==> config.mk <==
export PLATFORM = sky130hd
export DESIGN_NAME = period_meter_flat
export DESIGN_NICKNAME = d
export VERILOG_FILES = /design/src/rtl/period_meter_pkg.sv /design/src/rtl/period_meter_if.sv /design/src/rtl/period_meter_sync_rise_det.sv /design/src/rtl/period_meter.sv /design/src/flat_wrapper.sv
export SDC_FILE = /design/constraint.sdc
export NUM_CORES = 1
export LEC_CHECK = 0
export ABC_AREA = 1
export CORE_MARGIN = 2
export CORE_UTILIZATION = 35
export CTS_BUF_LIST = sky130_fd_sc_hd__clkbuf_8
export CTS_CLUSTER_SIZE = 10
export DETAILED_ROUTE_END_ITERATION = 16
export SYNTH_ARGS = -nofsm -noshare
export SYNTH_HDL_FRONTEND = slang
export SYNTH_HIERARCHICAL = 1
export SYNTH_SLANG_ARGS = --single-unit
==> constraint.sdc <==
create_clock -name clk -period 1.58 [get_ports clk]
set_input_delay 0.316 -clock clk [delete_from_list [all_inputs] [get_ports clk]]
set_output_delay 0.316 -clock clk [all_outputs]
set_load 0.05 [all_outputs]
==> src/rtl/period_meter_pkg.sv <==
// Shared types and constants for the period meter and its helpers.
package period_meter_pkg;

    // FSM encoding of the period meter.
    typedef enum logic [1:0] {
        ST_IDLE = 2'd0,
        ST_ARM  = 2'd1,
        ST_MEAS = 2'd2
    } state_e;

    // Legal range for the synchroniser depth on the async input.
    localparam int SYNC_STAGES_MIN = 2;
    localparam int SYNC_STAGES_MAX = 4;

endpackage

==> src/rtl/period_meter_if.sv <==
// Result-side bundle of the period meter: measured period with valid/ack
// handshake plus the status flags seen by the consumer.
interface period_meter_if #(
    parameter int CNT_W = 32
) ();
    logic [CNT_W-1:0] period;
    logic             period_valid;
    logic             period_ack;
    logic             overrun;
    logic             overflow;
    logic             busy;

    // Producer side (the meter).
    modport master (
        output period,
        output period_valid,
        output overrun,
        output overflow,
        output busy,
        input  period_ack
    );

    // Consumer side (readout logic).
    modport slave (
        input  period,
        input  period_valid,
        input  overrun,
        input  overflow,
        input  busy,
        output period_ack
    );
endinterface

==> src/rtl/period_meter_sync_rise_det.sv <==
// Synchroniser chain for an asynchronous level plus rising-edge detector.
// rise is a one-cycle pulse when the synchronised level goes 0 -> 1.
module sync_rise_det #(
    parameter int SYNC_STAGES = 2
) (
    input  logic clk,
    input  logic rst,
    input  logic async_in,
    output logic level,
    output logic rise
);
    logic [SYNC_STAGES-1:0] sync_q;
    logic [SYNC_STAGES-1:0] sync_d;
    logic                   level_prev_q;
    logic                   level_prev_d;

    // Shift the async input through the chain; remember last synchronised level.
    always_comb begin
        sync_d       = {sync_q[SYNC_STAGES-2:0], async_in};
        level_prev_d = sync_q[SYNC_STAGES-1];
    end

    // Chain and edge register, cleared by synchronous reset.
    always_ff @(posedge clk) begin
        if (rst) begin
            sync_q       <= '0;
            level_prev_q <= 1'b0;
        end else begin
            sync_q       <= sync_d;
            level_prev_q <= level_prev_d;
        end
    end

    assign level = sync_q[SYNC_STAGES-1];
    assign rise  = level & ~level_prev_q;

endmodule

==> src/rtl/period_meter.sv <==
// Period meter: counts clk cycles between consecutive rising edges of an
// asynchronous square wave and hands each result out via valid/ack.
// The interface instance connected to res must use the same CNT_W.
module period_meter
    import period_meter_pkg::*;
#(
    parameter int CNT_W       = 32,
    parameter int SYNC_STAGES = 2
) (
    input  logic                  clk,
    input  logic                  rst,
    input  logic                  sig_in,
    input  logic                  start,
    input  logic                  stop,
    period_meter_if.master        res
);
    logic sig_level;
    logic sig_rise;
    logic meas_rise;

    state_e           state_q,    state_d;
    logic [CNT_W-1:0] cnt_q,      cnt_d;
    logic [CNT_W-1:0] period_q,   period_d;
    logic             valid_q,    valid_d;
    logic             overrun_q,  overrun_d;
    logic             overflow_q, overflow_d;
    logic             busy_q,     busy_d;

    // Counter has reached its ceiling and cannot represent a longer period.
    function automatic logic is_saturated(input logic [CNT_W-1:0] v);
        return &v;
    endfunction

    sync_rise_det #(
        .SYNC_STAGES (SYNC_STAGES)
    ) u_sync (
        .clk      (clk),
        .rst      (rst),
        .async_in (sig_in),
        .level    (sig_level),
        .rise     (sig_rise)
    );

    // A rise is only meaningful while the synchronised level is high.
    assign meas_rise = sig_rise & sig_level;

    // Next-state, counter, capture/handshake and sticky flag logic.
    always_comb begin
        state_d    = state_q;
        cnt_d      = cnt_q;
        period_d   = period_q;
        valid_d    = valid_q;
        overrun_d  = overrun_q;
        overflow_d = overflow_q;

        // Consumer takes the result; a capture below may re-raise valid.
        if (valid_q && res.period_ack) begin
            valid_d = 1'b0;
        end

        case (state_q)
            ST_IDLE: begin
                if (start && !stop) begin
                    state_d    = ST_ARM;
                    overrun_d  = 1'b0;
                    overflow_d = 1'b0;
                end
            end
            ST_ARM: begin
                if (stop) begin
                    state_d = ST_IDLE;
                end else if (meas_rise) begin
                    state_d = ST_MEAS;
                    cnt_d   = CNT_W'(1);
                end
            end
            ST_MEAS: begin
                if (stop) begin
                    state_d = ST_IDLE;
                end else if (meas_rise) begin
                    cnt_d = CNT_W'(1);
                    if (!valid_q || res.period_ack) begin
                        period_d = cnt_q;
                        valid_d  = 1'b1;
                    end else begin
                        overrun_d = 1'b1;
                    end
                end else if (is_saturated(cnt_q)) begin
                    state_d    = ST_ARM;
                    overflow_d = 1'b1;
                end else begin
                    cnt_d = cnt_q + CNT_W'(1);
                end
            end
            default: begin
                state_d = ST_IDLE;
            end
        endcase

        busy_d = (state_d != ST_IDLE);
    end

    // State and result registers with synchronous reset.
    always_ff @(posedge clk) begin
        if (rst) begin
            state_q    <= ST_IDLE;
            cnt_q      <= '0;
            period_q   <= '0;
            valid_q    <= 1'b0;
            overrun_q  <= 1'b0;
            overflow_q <= 1'b0;
            busy_q     <= 1'b0;
        end else begin
            state_q    <= state_d;
            cnt_q      <= cnt_d;
            period_q   <= period_d;
            valid_q    <= valid_d;
            overrun_q  <= overrun_d;
            overflow_q <= overflow_d;
            busy_q     <= busy_d;
        end
    end

    assign res.period       = period_q;
    assign res.period_valid = valid_q;
    assign res.overrun      = overrun_q;
    assign res.overflow     = overflow_q;
    assign res.busy         = busy_q;

endmodule
==> src/flat_wrapper.sv <==
// flat-port wrapper written by rule: the top's interface ports become plain ports
module period_meter_flat import period_meter_pkg::*;
#(
    parameter int CNT_W       = 32,
    parameter int SYNC_STAGES = 2
)
  (clk, rst, sig_in, start, stop, res_period, res_period_valid, res_overrun, res_overflow, res_busy, res_period_ack);
  period_meter_if #(.CNT_W(CNT_W)) res_i ();
  input  logic clk;
  input  logic rst;
  input  logic sig_in;
  input  logic start;
  input  logic stop;
  output wire logic [$bits(res_i.period)-1:0] res_period;
  output wire logic [$bits(res_i.period_valid)-1:0] res_period_valid;
  output wire logic [$bits(res_i.overrun)-1:0] res_overrun;
  output wire logic [$bits(res_i.overflow)-1:0] res_overflow;
  output wire logic [$bits(res_i.busy)-1:0] res_busy;
  input wire logic [$bits(res_i.period_ack)-1:0] res_period_ack;
  assign res_period = res_i.period;
  assign res_period_valid = res_i.period_valid;
  assign res_overrun = res_i.overrun;
  assign res_overflow = res_i.overflow;
  assign res_busy = res_i.busy;
  assign res_i.period_ack = res_period_ack;
  period_meter #(.CNT_W(CNT_W), .SYNC_STAGES(SYNC_STAGES)) u_core (.clk(clk), .rst(rst), .sig_in(sig_in), .start(start), .stop(stop), .res(res_i));
endmodule
Word level (Yosys, flattened, before mapping) --
Index checks and enable logic that the tools add are counted.
Storage, ports and cells: output and inout bits 36, register bits after elaboration 73, logic and storage cells 66, input port bits 6
Operators by class: eq/ne operators 11, reduce and logical (&&, ||, !) cells 14, add/subtract/negate cells 1, bitwise operators 4, muxes and demuxes 27
Operators with widths (number):
- 2-to-1 mux 32 bit | 5
- one-hot mux 32 bit (2 select lines) | 1
- adder 32 x 1 -> 32 bit, second input constant | 1
- AND reduction 32 bit | 1
- AND reduction 5 bit | 3
- 2-to-1 mux 1 bit | 12
- 2-to-1 mux 2 bit | 6
- inequality test 2 x 1 -> 1 bit, second input constant | 4
- inequality test 2 bit, second input constant | 4
- one-hot mux 2 bit (3 select lines) | 1
- nonzero test 2 bit | 3
- one-hot mux 1 bit (2 select lines) | 2
- AND reduction 4 bit | 1
- inequality test 3 x 2 -> 1 bit, second input constant | 1
- bitwise AND 1 bit | 2
- == test 2 x 1 -> 1 bit, second input constant | 1
- == test 2 bit, second input constant | 1
- logical AND 1 bit | 2
- zero test 1 bit | 2
- zero test 2 bit | 1
- inverter 1 bit | 2
- logical OR 1 bit | 1

Longest topological paths before layout --
Gate-level depths: netlist of run 1.
word-level depth 7, mapped depth 12, depth with buffers taken out 11

Hierarchy --
Netlist of run 1, hierarchy kept.
By module, submodules not included:
- period_meter | times used 1, area each 3442.1 um2, cells an instance 522, sequential area each 1401.3 um2
- sync_rise_det | times used 1, area each 86.3 um2, cells an instance 10, sequential area each 60.1 um2

Worst setup path before layout of run 1 --
No wires, ideal clock.
path type register -> register, start reg u_core.cnt_q[0], end reg u_core.cnt_q[26], stages on the path, launching flop included 12, path buffers 1, arrival time 1.561 ns, data required time 1.466 ns, setup slack -0.094 ns, library setup time 0.114 ns, period minus slack after synthesis 1.674 ns, cells stage by stage dfxtp_1 > ha_1 > nand2_2 > nor2_4 > nand2_4 > nor2_8 > nand3_4 > nand2_4 > inv_2 > buf_6 > a21oi_1 > nor2_1
Between the ends: cells in the longest elaborated chain, start to end 5, elaborated cells between the ends (all ways) 8, classes of those cells add/sub (1); eq/ne (1); mux (4); reduce/logical (2)
Ends and longest elaborated chain:
- start, declared | RTL line period_meter.sv:22 | logic [CNT_W-1:0] cnt_q, cnt_d;
- start signal, assigned | RTL line period_meter.sv:115 | cnt_q <= cnt_d;
- adder 32 x 1 -> 32 bit | RTL line period_meter.sv:92 | cnt_d = cnt_q + CNT_W'(1);
- 2-to-1 mux 32 bit | RTL line period_meter.sv:88 | end else if (is_saturated(cnt_q)) begin
- 2-to-1 mux 32 bit | RTL line period_meter.sv:80 | end else if (meas_rise) begin
- 2-to-1 mux 32 bit | RTL line period_meter.sv:78 | if (stop) begin
- one-hot mux 32 bit (2 select lines) | RTL line period_meter.sv:61 | case (state_q)
Several ways; a longest one is shown, not always the timed one. The select of a mux whose other input is x is not followed. A chain may end at the register's enable or synchronous reset.

Worst setup path in the final report of run 1 --
start reg u_core.cnt_q[1], end reg u_core.cnt_q[25]
Same word-level chain as after synthesis.

==> flow_metrics.env, run 1 <==
export IMPL_status="finished with violations"
export IMPL_failed_checks="setup timing"
export IMPL_place_ws_ps=-292
export IMPL_wl_mm=10.6
export IMPL_synth_simple_area_share_pct=36.6
export IMPL_p_int_w=0.00249
export IMPL_clk_pin_slew_ps=80
export IMPL_finalSetupTns_ps=-508
export IMPL_finalMaxSlewViolations=0
export IMPL_worst_path_max_fanout=9
export IMPL_clock_tree_root_cell="clkbuf_8"
export IMPL_synth_cells=532
export IMPL_timing_final_ws_setup_ps=-46.1
export IMPL_final_nets=662
export IMPL_finalCritPeriodShare_pct=103
export IMPL_cts_buffer_depth=2
export IMPL_syn_area_per_cell_um2=6.63
export IMPL_synthMuxAreaShare_pct=0
export IMPL_power_frac_seq_pct=56.0
export IMPL_die_area_um2=10900
export IMPL_clock_latency_ps=350
export IMPL_maxCapViolations=0
export IMPL_ys_async_sr_fraction_pct=0
export IMPL_fin_util_pct=53.5
export IMPL_hold_viol_final=0
export IMPL_dieHeight_um=104
export IMPL_switching_share_pct=24.4
export IMPL_synth_edf_count=0
export IMPL_combinationalPowerShare_pct=3.8
export IMPL_wire_per_inst_um=13.4
export IMPL_grt_ovfl_total=0
export IMPL_final_cell_mix="nand2_1 (121), buf_4 (99), nor2_1 (91)"
export IMPL_synth_fa_ha_area_share_pct=0.355
export IMPL_area_delta_synth_final_pct=48.1
export IMPL_relSlewSlack_pct=82.2
export IMPL_cts_sinks=73
export IMPL_ys_warn_count=6
export IMPL_h_tree_depth=3
export IMPL_synth_xor_area_share_pct=0.745
export IMPL_syn_nets=539
export IMPL_p_switching_w=0.000805
export IMPL_postCtsHoldBufs=0
export IMPL_synth_seq_cells=73
export IMPL_grt_pass1_wl_mm=16.5
export IMPL_max_vdd_ir_drop_v=0.000330
export IMPL_first_pass_iters=5
export IMPL_placed_area_um2=4740
export IMPL_fin_area_um2=5230
export IMPL_boundaryPins=42
export IMPL_io_buffers=41
export IMPL_detail_route_vias_per_cell=4.73
export IMPL_die_w_um=104
export IMPL_fillers=960
export IMPL_setup_viol=24
export IMPL_cp_start_kind="register"
export IMPL_power_density_nw_per_um2=631
export IMPL_grt_usage_pct=18.5
export IMPL_coreArea_um2=9770
export IMPL_fin_skew_ps=8.17
export IMPL_cts_made_buffers=9
export IMPL_synthesis_area_um2=3530
export IMPL_max_freq_mhz=615
export IMPL_ys_seq_area_share_pct=41.4
export IMPL_ys_flop_type="dfxtp_1"
export IMPL_hold_ws_ps=358
export IMPL_vias=3750
export IMPL_drt_iter0_drc=200
export IMPL_grt_start_max_net_pins=34
export IMPL_p_leak_nw=2.22
export IMPL_synth_compound_area_share_pct=12.1
export IMPL_synth_cell_types=29
export IMPL_antenna_found_initial=0
export IMPL_synth_top_family_by_area="simple AND/OR/NAND/NOR gates"
export IMPL_ant_nets=0
export IMPL_clkPwrFrac_pct=40.2
export IMPL_cp_end_kind="register"
export IMPL_dpl_hpwl_mm=7.37
export IMPL_crit_type="reg -> reg"
export IMPL_gp_congestion=0.914
export IMPL_row_count=36
export IMPL_grt_setup_unrepaired="yes"
export IMPL_critPathRequiredTime_ps=1870
export IMPL_drcViolationCount=0
export IMPL_drive_gt1_share_pct=28.8
export IMPL_worst_pin_slew_ps=267
export IMPL_antennaDiodeCount=0
export IMPL_grt_pass1_vias=3510
export IMPL_start_util_pct=36.1
export IMPL_worst_ep_arrival_time_ps=1920
export IMPL_final_common_cell="nand2_1"
export IMPL_cts_tree="built"
export IMPL_min_period_ps=1630
export IMPL_hp_class="in -> reg"
-- state kept, by name, indices dropped and copies added (netlist names) --
name	flops
u_core/state_q	2
u_core/u_sync/level_prev_q	1
u_core/res.overflow	1
u_core/res.period_valid	1
u_core/res.busy	1
u_core/cnt_q	32
u_core/res.overrun	1
u_core/u_sync/sync_q	2
u_core/res.period	32
-- kinds of logic (layout without fill, tap and decap cells) --
logic type,Yosys count,after routing
DFF,73,73
buffers and inverters,75,202
adders and majority gates,1,1
xor gates and xnor gates,3,3
and+or+nand+nor,299,299
AOI/OAI and AO/OA,81,81
-- metal layers --
layer	vias to the layer above	track usage (%)	wire length, um
met2	95	31.5	5020
met1	1689	23.9	5050
met4	0	6.08	164
li1	1950	-	-
met5	-	0	0
met3	16	2.63	381
-- Yosys cell counts (4+ instances only) --
cell        n  area share, %
nor3_1      7           0.99
o21ai_0    39            5.5
dfxtp_1    73             41
a21oi_1    38            5.4
inv_1      52            5.5
nand2_1   129             14
nor2_4      4            1.3
nand4_1    12            2.1
nand3_1    32            4.5
inv_2       5           0.53
nor2_1    105             11
clkbuf_1   11            1.2
-- area by class of cell --
class                   instances  area [um2]  area share [%]
clock buffers                  10         138            2.63
clock inverters                 5        32.5           0.623
inverters                      58         233            4.45
multi-input cells             384        1890            36.1
flip-flops and latches         73        1470            28.1
well taps                     133         166            3.18
repair buffers                129        1300            24.9
-- final timing paths --
| kind | startpoint | end | slack [ps] | depth (start not counted) |
|---|---|---|---|---|
| max | u_core/cnt_q[1] | u_core/cnt_q[25] | -50 | 12 |
| min | stop | u_core/res.period_valid | 360 | 4 |
| max reg2reg | u_core/cnt_q[1] | u_core/cnt_q[25] | -50 | 12 |
| min reg2reg | u_core/u_sync/sync_q[0] | u_core/u_sync/sync_q[1] | 400 | 2 |
-- power groups by stage --
stage	Combinational [W]	Sequential (W)	Clock (W)
after floorplan	0.0000573	0.00190	0
final	0.000126	0.00185	0.00132
after global routing	0.000138	0.00185	0.00144
after detailed placement	0.000123	0.00189	0
after CTS	0.000124	0.00185	0.00136
after global placement	0.000122	0.00189	0
-- worst max-delay path, stage by stage (launching register included) --
cell and delay [ps]:
dfxtp_2 370, ha_4 150, nand2_4 60, nor2_4 130, nand2_4 110, nor2_8 120
nand3_4 130, nand2_8 140, buf_4 130, nor2_1 50, nand2_1 50, nand2_1 50
nor2_1 80
-- stage by stage --
stage	cells	total power, W
6_report	792	0.00330
5_1_grt	792	0.00342
4_1_cts	783	0.00333
3_5_place_dp	765	0.00202
3_3_place_gp	765	0.00201
2_1_floorplan	532	0.00196
-- repair_timing --
action                     in CTS  in global routing
setup buffers                   3                  4
setup endpoints to repair      32                 45
cloned                          0                  5
pin swaps                       3                  3
gates resized for setup        15                 32
Power figures use the tool's default switching activity.
==> run 2: changes to the inputs <==
Settings changed: MAX_ROUTING_LAYER set to met4.
==> run 2 against run 1 <==
Compared with the run above: the flow still finishes with violations (setup timing); fmax fell by 0.18%; sequential power about the same; cell count down 0.38%; critical path depth is 1 lower; first-iteration DRC count increased by 0.50%; global-route usage up 0.82 points; via count rose by 1.4%; register-to-register slack hardly changed; utilization grew 0.81 points; worst hold slack better by 34 ps; die area unchanged; critical endpoint is now u_core/cnt_q[26]; largest cell class unchanged; largest power group unchanged; highest routed layer unchanged.
==> flow_metrics.env, run 2 (synthesis gave the netlist of run 1 again) <==
export IMPL_fin_skew_ps=6.34
export IMPL_hold_viol_final=0
export IMPL_row_count=36
export IMPL_clkPwrFrac_pct=42.7
export IMPL_start_util_pct=36.1
export IMPL_drt_iter0_drc=201
export IMPL_power_density_nw_per_um2=659
export IMPL_holdCritStartpoint="stop"
export IMPL_fillers=968
export IMPL_total_power_w=0.00349
export IMPL_wire_per_inst_um=13.3
export IMPL_cp_common_cell="nand2_2"
export IMPL_rr_startpoint="u_core/u_sync/sync_q[1]"
export IMPL_p_int_w=0.00271
export IMPL_finalNonFillerCells=789
export IMPL_cp_start_kind="register"
export IMPL_p_leak_nw=2.26
export IMPL_io_buffers=41
export IMPL_wl_mm=10.5
export IMPL_first_pass_iters=4
export IMPL_grt_pass1_wl_mm=16.6
export IMPL_boundaryPins=42
export IMPL_drcViolationCount=0
export IMPL_worst_ep_arrival_time_ps=1920
export IMPL_rr_endpoint="u_core/cnt_q[26]"
export IMPL_cts_buffer_depth=2
export IMPL_postCtsHoldBufs=0
export IMPL_die_w_um=104
export IMPL_detail_route_vias_per_cell=4.82
export IMPL_cp_end_kind="register"
export IMPL_grt_start_max_net_pins=34
export IMPL_setup_viol=27
export IMPL_path_buf_inv=3
export IMPL_final_cell_mix="nand2_1 (108), buf_4 (96), nor2_1 (90)"
export IMPL_rr_worst_depth=11
export IMPL_hp_class="in -> reg"
export IMPL_clk_pin_slew_ps=80
export IMPL_drive_gt1_share_pct=33.1
export IMPL_clock_latency_ps=350
export IMPL_reg2reg_slack_ps=-50
export IMPL_area_delta_synth_final_pct=50.3
export IMPL_dpl_hpwl_mm=7.23
export IMPL_cts_sinks=73
export IMPL_antennaDiodeCount=0
export IMPL_slowest_stage="dfxtp_2"
export IMPL_antenna_found_initial=0
export IMPL_worst_path_max_fanout=4
export IMPL_p_switching_w=0.000786
export IMPL_grt_pass1_vias=3569
export IMPL_dp_cells=762
export IMPL_cts_tree="built"
export IMPL_timing_final_ws_setup_ps=-49.0
export IMPL_combinationalPowerShare_pct=4.5
export IMPL_h_tree_depth=3
export IMPL_cp_top_family="simple AND/OR/NAND/NOR gates"
export IMPL_status="finished with violations"
export IMPL_whs_path_depth=4
export IMPL_relSlewSlack_pct=82.2
export IMPL_max_vdd_ir_drop_v=0.000388
export IMPL_dieHeight_um=104
export IMPL_cts_made_buffers=9
export IMPL_final_nets=659
export IMPL_max_freq_mhz=614
export IMPL_coreArea_um2=9770
export IMPL_finalCritPeriodShare_pct=103
export IMPL_grt_ovfl_total=0
export IMPL_switching_share_pct=22.5
export IMPL_power_frac_seq_pct=52.8
export IMPL_crit_chain="inv_2 -> nor2_2 -> nand2_2 -> nor2_4 -> nand2_2 -> nand2_4 -> buf_6 -> a21oi_4 -> clkbuf_16 -> nand2_2 -> nor2_2"
export IMPL_min_to="u_core/res.period_valid"
export IMPL_place_ws_ps=-320
export IMPL_grt_setup_unrepaired="yes"
export IMPL_worst_pin_slew_ps=267
export IMPL_grt_usage_pct=19.3
export IMPL_ant_nets=0
export IMPL_finalMaxSlewViolations=0
export IMPL_maxCapViolations=0
export IMPL_failed_checks="setup timing"
export IMPL_final_common_cell="nand2_1"
export IMPL_critPathRequiredTime_ps=1870
export IMPL_vias=3804
export IMPL_crit_type="reg -> reg"
export IMPL_gp_congestion=0.936
export IMPL_die_area_um2=10900
export IMPL_slowest_delay_ps=330
export IMPL_min_period_ps=1630
export IMPL_clock_tree_root_cell="clkbuf_8"
run 2: cell count changes in the layout (fill, tap and decap cells not counted), moves of 4 or more:
cell	before	now
nand2_1	121	108
a21oi_1	36	28
a21oi_2	2	10
nand2_2	9	17
nand2_4	3	8
o21ai_1	5	1
run 2: repair_timing:
| item | 4_1_cts | 5_1_grt |
|---|---|---|
| pin swaps | 16 | 13 |
| setup endpoints to repair | 33 | 55 |
| cloned | 0 | 3 |
| resized for setup | 35 | 48 |
| setup buffers | 1 | 8 |
run 2: worst max path at each step:
stage | start | end | slack [ps] | cells past startpoint
finish | u_core/u_sync/sync_q[1] | u_core/cnt_q[26] | -50 | 11
global placement | stop | u_core/cnt_q[17] | -290 | 8
CTS | u_core/cnt_q[0] | u_core/cnt_q[22] | -60 | 12
floorplan | u_core/cnt_q[1] | u_core/cnt_q[26] | -30 | 11
detailed placement | stop | u_core/cnt_q[17] | -320 | 8
global route | u_core/cnt_q[0] | u_core/cnt_q[20] | -160 | 12
run 2: routing by layer:
layer,vias to the layer above,track usage [%],routed length (um)
met3,18,4.57,518
met4,0,6.18,191
met5,-,-,0
met2,102,32.5,5110
li1,1931,-,-
met1,1753,22.6,4670
run 2: cell type report:
type | instances | area, um2 | share of cell area, %
well taps | 133 | 166 | 3.14
repair buffers | 126 | 1250 | 23.6
flip-flops and latches | 73 | 1480 | 27.8
multi-input cells | 384 | 1990 | 37.5
clock inverters | 4 | 43.8 | 0.826
inverters | 58 | 228 | 4.29
clock buffers | 11 | 151 | 2.85
run 2: power groups by stage:
stage	Clock, W	Sequential [W]	Combinational (W)
2_1_floorplan	0	0.00190	0.0000573
3_3_place_gp	0	0.00189	0.000126
3_5_place_dp	0	0.00189	0.000128
4_1_cts	0.00154	0.00185	0.000131
5_1_grt	0.00162	0.00185	0.000169
6_report	0.00149	0.00185	0.000156
run 2: metrics by stage:
stage	setup TNS, ps	utilization (%)	hold slack, ps	cell area (um2)
3_5_place_dp	-11900	48.2	394	4710
4_1_cts	-857	51.4	405	5030
3_3_place_gp	-11750	48.2	389	4710
2_1_floorplan	-133	-	385	3560
6_report	-554	54.3	393	5300
5_1_grt	-3760	54.3	413	5300
run 2: worst min-delay path, stage by stage:
cell and delay, ps:
dlymetal6s2s_1 200, nor2_4 70, nand2_1 60, a21oi_1 50
==> run 3: changes to the inputs <==
Settings changed: CTS_BUF_LIST sky130_fd_sc_hd__clkbuf_8 to sky130_fd_sc_hd__clkbuf_4.
==> run 3 against run 2 <==
Compared with the run above: the flow still finishes with violations (setup timing); fmax down 1.3%; non-clock buffer count down 3; global-route usage about the same; power down 10%; first-iteration DRC count down 29%; utilization down 1.6 points; die area unchanged; worst hold slack better by 3.8 ps; flip-flop and latch count unchanged; count of clock-buffer cells in the layout down 1; setup slack worse by 21 ps; critical path depth unchanged.
==> flow_metrics.env, run 3 (synthesis gave the netlist of run 1 again) <==
export IMPL_die_w_um=104
export IMPL_switching_share_pct=24.0
export IMPL_relSlewSlack_pct=84.5
export IMPL_dieHeight_um=104
export IMPL_status="finished with violations"
export IMPL_crit_path_end="u_core/cnt_q[3]"
export IMPL_io_buffers=41
export IMPL_grt_setup_unrepaired="yes"
export IMPL_die_area_um2=10900
export IMPL_crit_chain="ha_4 -> nand2_4 -> nor2_4 -> nand2_4 -> nor2_8 -> nand3_4 -> nand2_8 -> buf_12 -> o21ai_2 -> inv_1 -> nor2_2"
export IMPL_setup_viol=28
export IMPL_whs_path_depth=3
export IMPL_fin_skew_ps=11.0
export IMPL_clock_tree_root_cell="clkbuf_4"
export IMPL_multiInputGateArea_um2=1960
export IMPL_antenna_found_initial=0
export IMPL_cp_common_cell="nand2_4"
export IMPL_cts_made_buffers=9
export IMPL_placed_area_um2=4710
export IMPL_grt_usage_pct=19.3
export IMPL_cp_end_kind="register"
export IMPL_crit_type="reg -> reg"
export IMPL_worst_path_max_fanout=8
export IMPL_drcViolationCount=0
export IMPL_final_nets=656
export IMPL_grt_start_max_net_pins=34
export IMPL_gp_congestion=0.936
export IMPL_dpl_hpwl_mm=7.23
export IMPL_cts_buffer_depth=2
export IMPL_power_frac_seq_pct=59.1
export IMPL_clk_pin_slew_ps=120
export IMPL_worst_pin_slew_ps=232
export IMPL_p_int_w=0.00238
export IMPL_max_freq_mhz=606
export IMPL_area_delta_synth_final_pct=45.8
export IMPL_crit_start="u_core/cnt_q[1]"
export IMPL_cts_sinks=73
export IMPL_layout_area_seq_um2=1470
export IMPL_final_common_cell="nand2_1"
export IMPL_slowest_delay_ps=380
export IMPL_clock_latency_ps=430
export IMPL_first_pass_iters=4
export IMPL_row_count=36
export IMPL_wl_mm=10.1
export IMPL_finalMaxSlewViolations=0
export IMPL_h_tree_depth=3
export IMPL_drt_iter0_drc=143
export IMPL_min_period_ps=1650
export IMPL_ant_nets=0
export IMPL_boundaryPins=42
export IMPL_wire_per_inst_um=12.9
export IMPL_fin_area_um2=5140
export IMPL_combinationalPowerShare_pct=4.3
export IMPL_grt_pass1_wl_mm=16.6
export IMPL_rr_endpoint="u_core/cnt_q[3]"
export IMPL_cts_tree="built"
export IMPL_reg2reg_slack_ps=-70
export IMPL_timing_final_ws_setup_ps=-70.1
export IMPL_vias=3747
export IMPL_coreArea_um2=9770
export IMPL_detail_route_vias_per_cell=4.77
export IMPL_drive_gt1_share_pct=30.6
export IMPL_power_density_nw_per_um2=608
export IMPL_failed_checks="setup timing"
export IMPL_cp_start_kind="register"
export IMPL_p_switching_w=0.000752
export IMPL_rr_startpoint="u_core/cnt_q[1]"
export IMPL_hold_viol_final=0
export IMPL_start_util_pct=36.1
export IMPL_critPathRequiredTime_ps=1920
export IMPL_maxCapViolations=0
export IMPL_final_cell_mix="nand2_1 (117), buf_4 (96), nor2_1 (90)"
export IMPL_postCtsHoldBufs=0
export IMPL_p_leak_nw=2.18
export IMPL_hold_ws_ps=396
export IMPL_finalCritPeriodShare_pct=104
export IMPL_slowest_stage="dfxtp_4"
export IMPL_fillers=984
export IMPL_clkPwrFrac_pct=36.6
export IMPL_worst_ep_arrival_time_ps=1990
export IMPL_max_vdd_ir_drop_v=0.000307
export IMPL_grt_pass1_vias=3550
export IMPL_hp_class="in -> reg"
export IMPL_rr_worst_depth=11
export IMPL_grt_ovfl_total=0
export IMPL_antennaDiodeCount=0
export IMPL_total_power_w=0.00313
export IMPL_place_ws_ps=-320
[run 3: changes by cell type in the layout (fill, tap and decap cells not counted), moves of 9 or more]
cell | before | now
clkbuf_8 | 11 | 0
clkbuf_4 | 0 | 10
nand2_1 | 108 | 117
nand2_2 | 17 | 8
[run 3: layout make-up]
| class | instances | area share (%) |
|---|---|---|
| Timing Repair Buffer | 123 | 23.2 |
| Clock inverter | 5 | 0.924 |
| Inverter | 58 | 4.43 |
| Multi-Input combinational cell | 384 | 38.1 |
| Clock buffer | 10 | 1.46 |
| Tap cell | 133 | 3.23 |
| Sequential cell | 73 | 28.6 |
[run 3: worst min path at each step]
stage | from | end | slack [ps]
floorplan | rst | u_core/res.period_valid | 390
global placement | u_core/u_sync/sync_q[0] | u_core/u_sync/sync_q[1] | 390
detailed placement | u_core/u_sync/sync_q[0] | u_core/u_sync/sync_q[1] | 390
CTS | sig_in | u_core/u_sync/sync_q[0] | 380
global route | sig_in | u_core/u_sync/sync_q[0] | 410
finish | sig_in | u_core/u_sync/sync_q[0] | 400
[run 3: repair_timing]
item                                    in CTS  in global routing
endpoints found under the setup margin      33                 57
gates cloned                                 0                  1
gates resized for setup                     36                 33
pin swaps                                    8                 10
buffers inserted                             3                  5
[run 3: power groups by stage]
stage | clock [W] | combinational (W) | sequential (W)
floorplan | 0 | 0.0000573 | 0.00190
global placement | 0 | 0.000126 | 0.00189
detailed placement | 0 | 0.000128 | 0.00189
CTS | 0.00118 | 0.000131 | 0.00185
global route | 0.00127 | 0.000149 | 0.00185
finish | 0.00114 | 0.000136 | 0.00185
[run 3: per-stage QoR]
step / setup TNS [ps] / utilization, % / instances
after floorplan: -133 / - / 532
after global placement: -11750 / 48.2 / 762
after detailed placement: -11900 / 48.2 / 762
after CTS: -735 / 51.0 / 780
after global routing: -4380 / 52.6 / 786
final: -951 / 52.6 / 786
[run 3: worst max-delay path, delay by kind of cell, from the launching register on]
kind | cells | cell delay (ps)
buffers and inverters | 2 | 220
adder cells (fa/ha/maj) | 1 | 150
AND/OR/NAND/NOR | 7 | 730
AO/OA/AOI/OAI | 1 | 60
flip-flops | 1 | 380
[run 3: per-layer routing]
| layer | part of all wire, % | global-route usage, % |
|---|---|---|
| met5 | 0 | - |
| met4 | 1.9 | 6.08 |
| met3 | 4.6 | 4.89 |
| met2 | 48 | 32.4 |
| met1 | 45 | 22.6 |
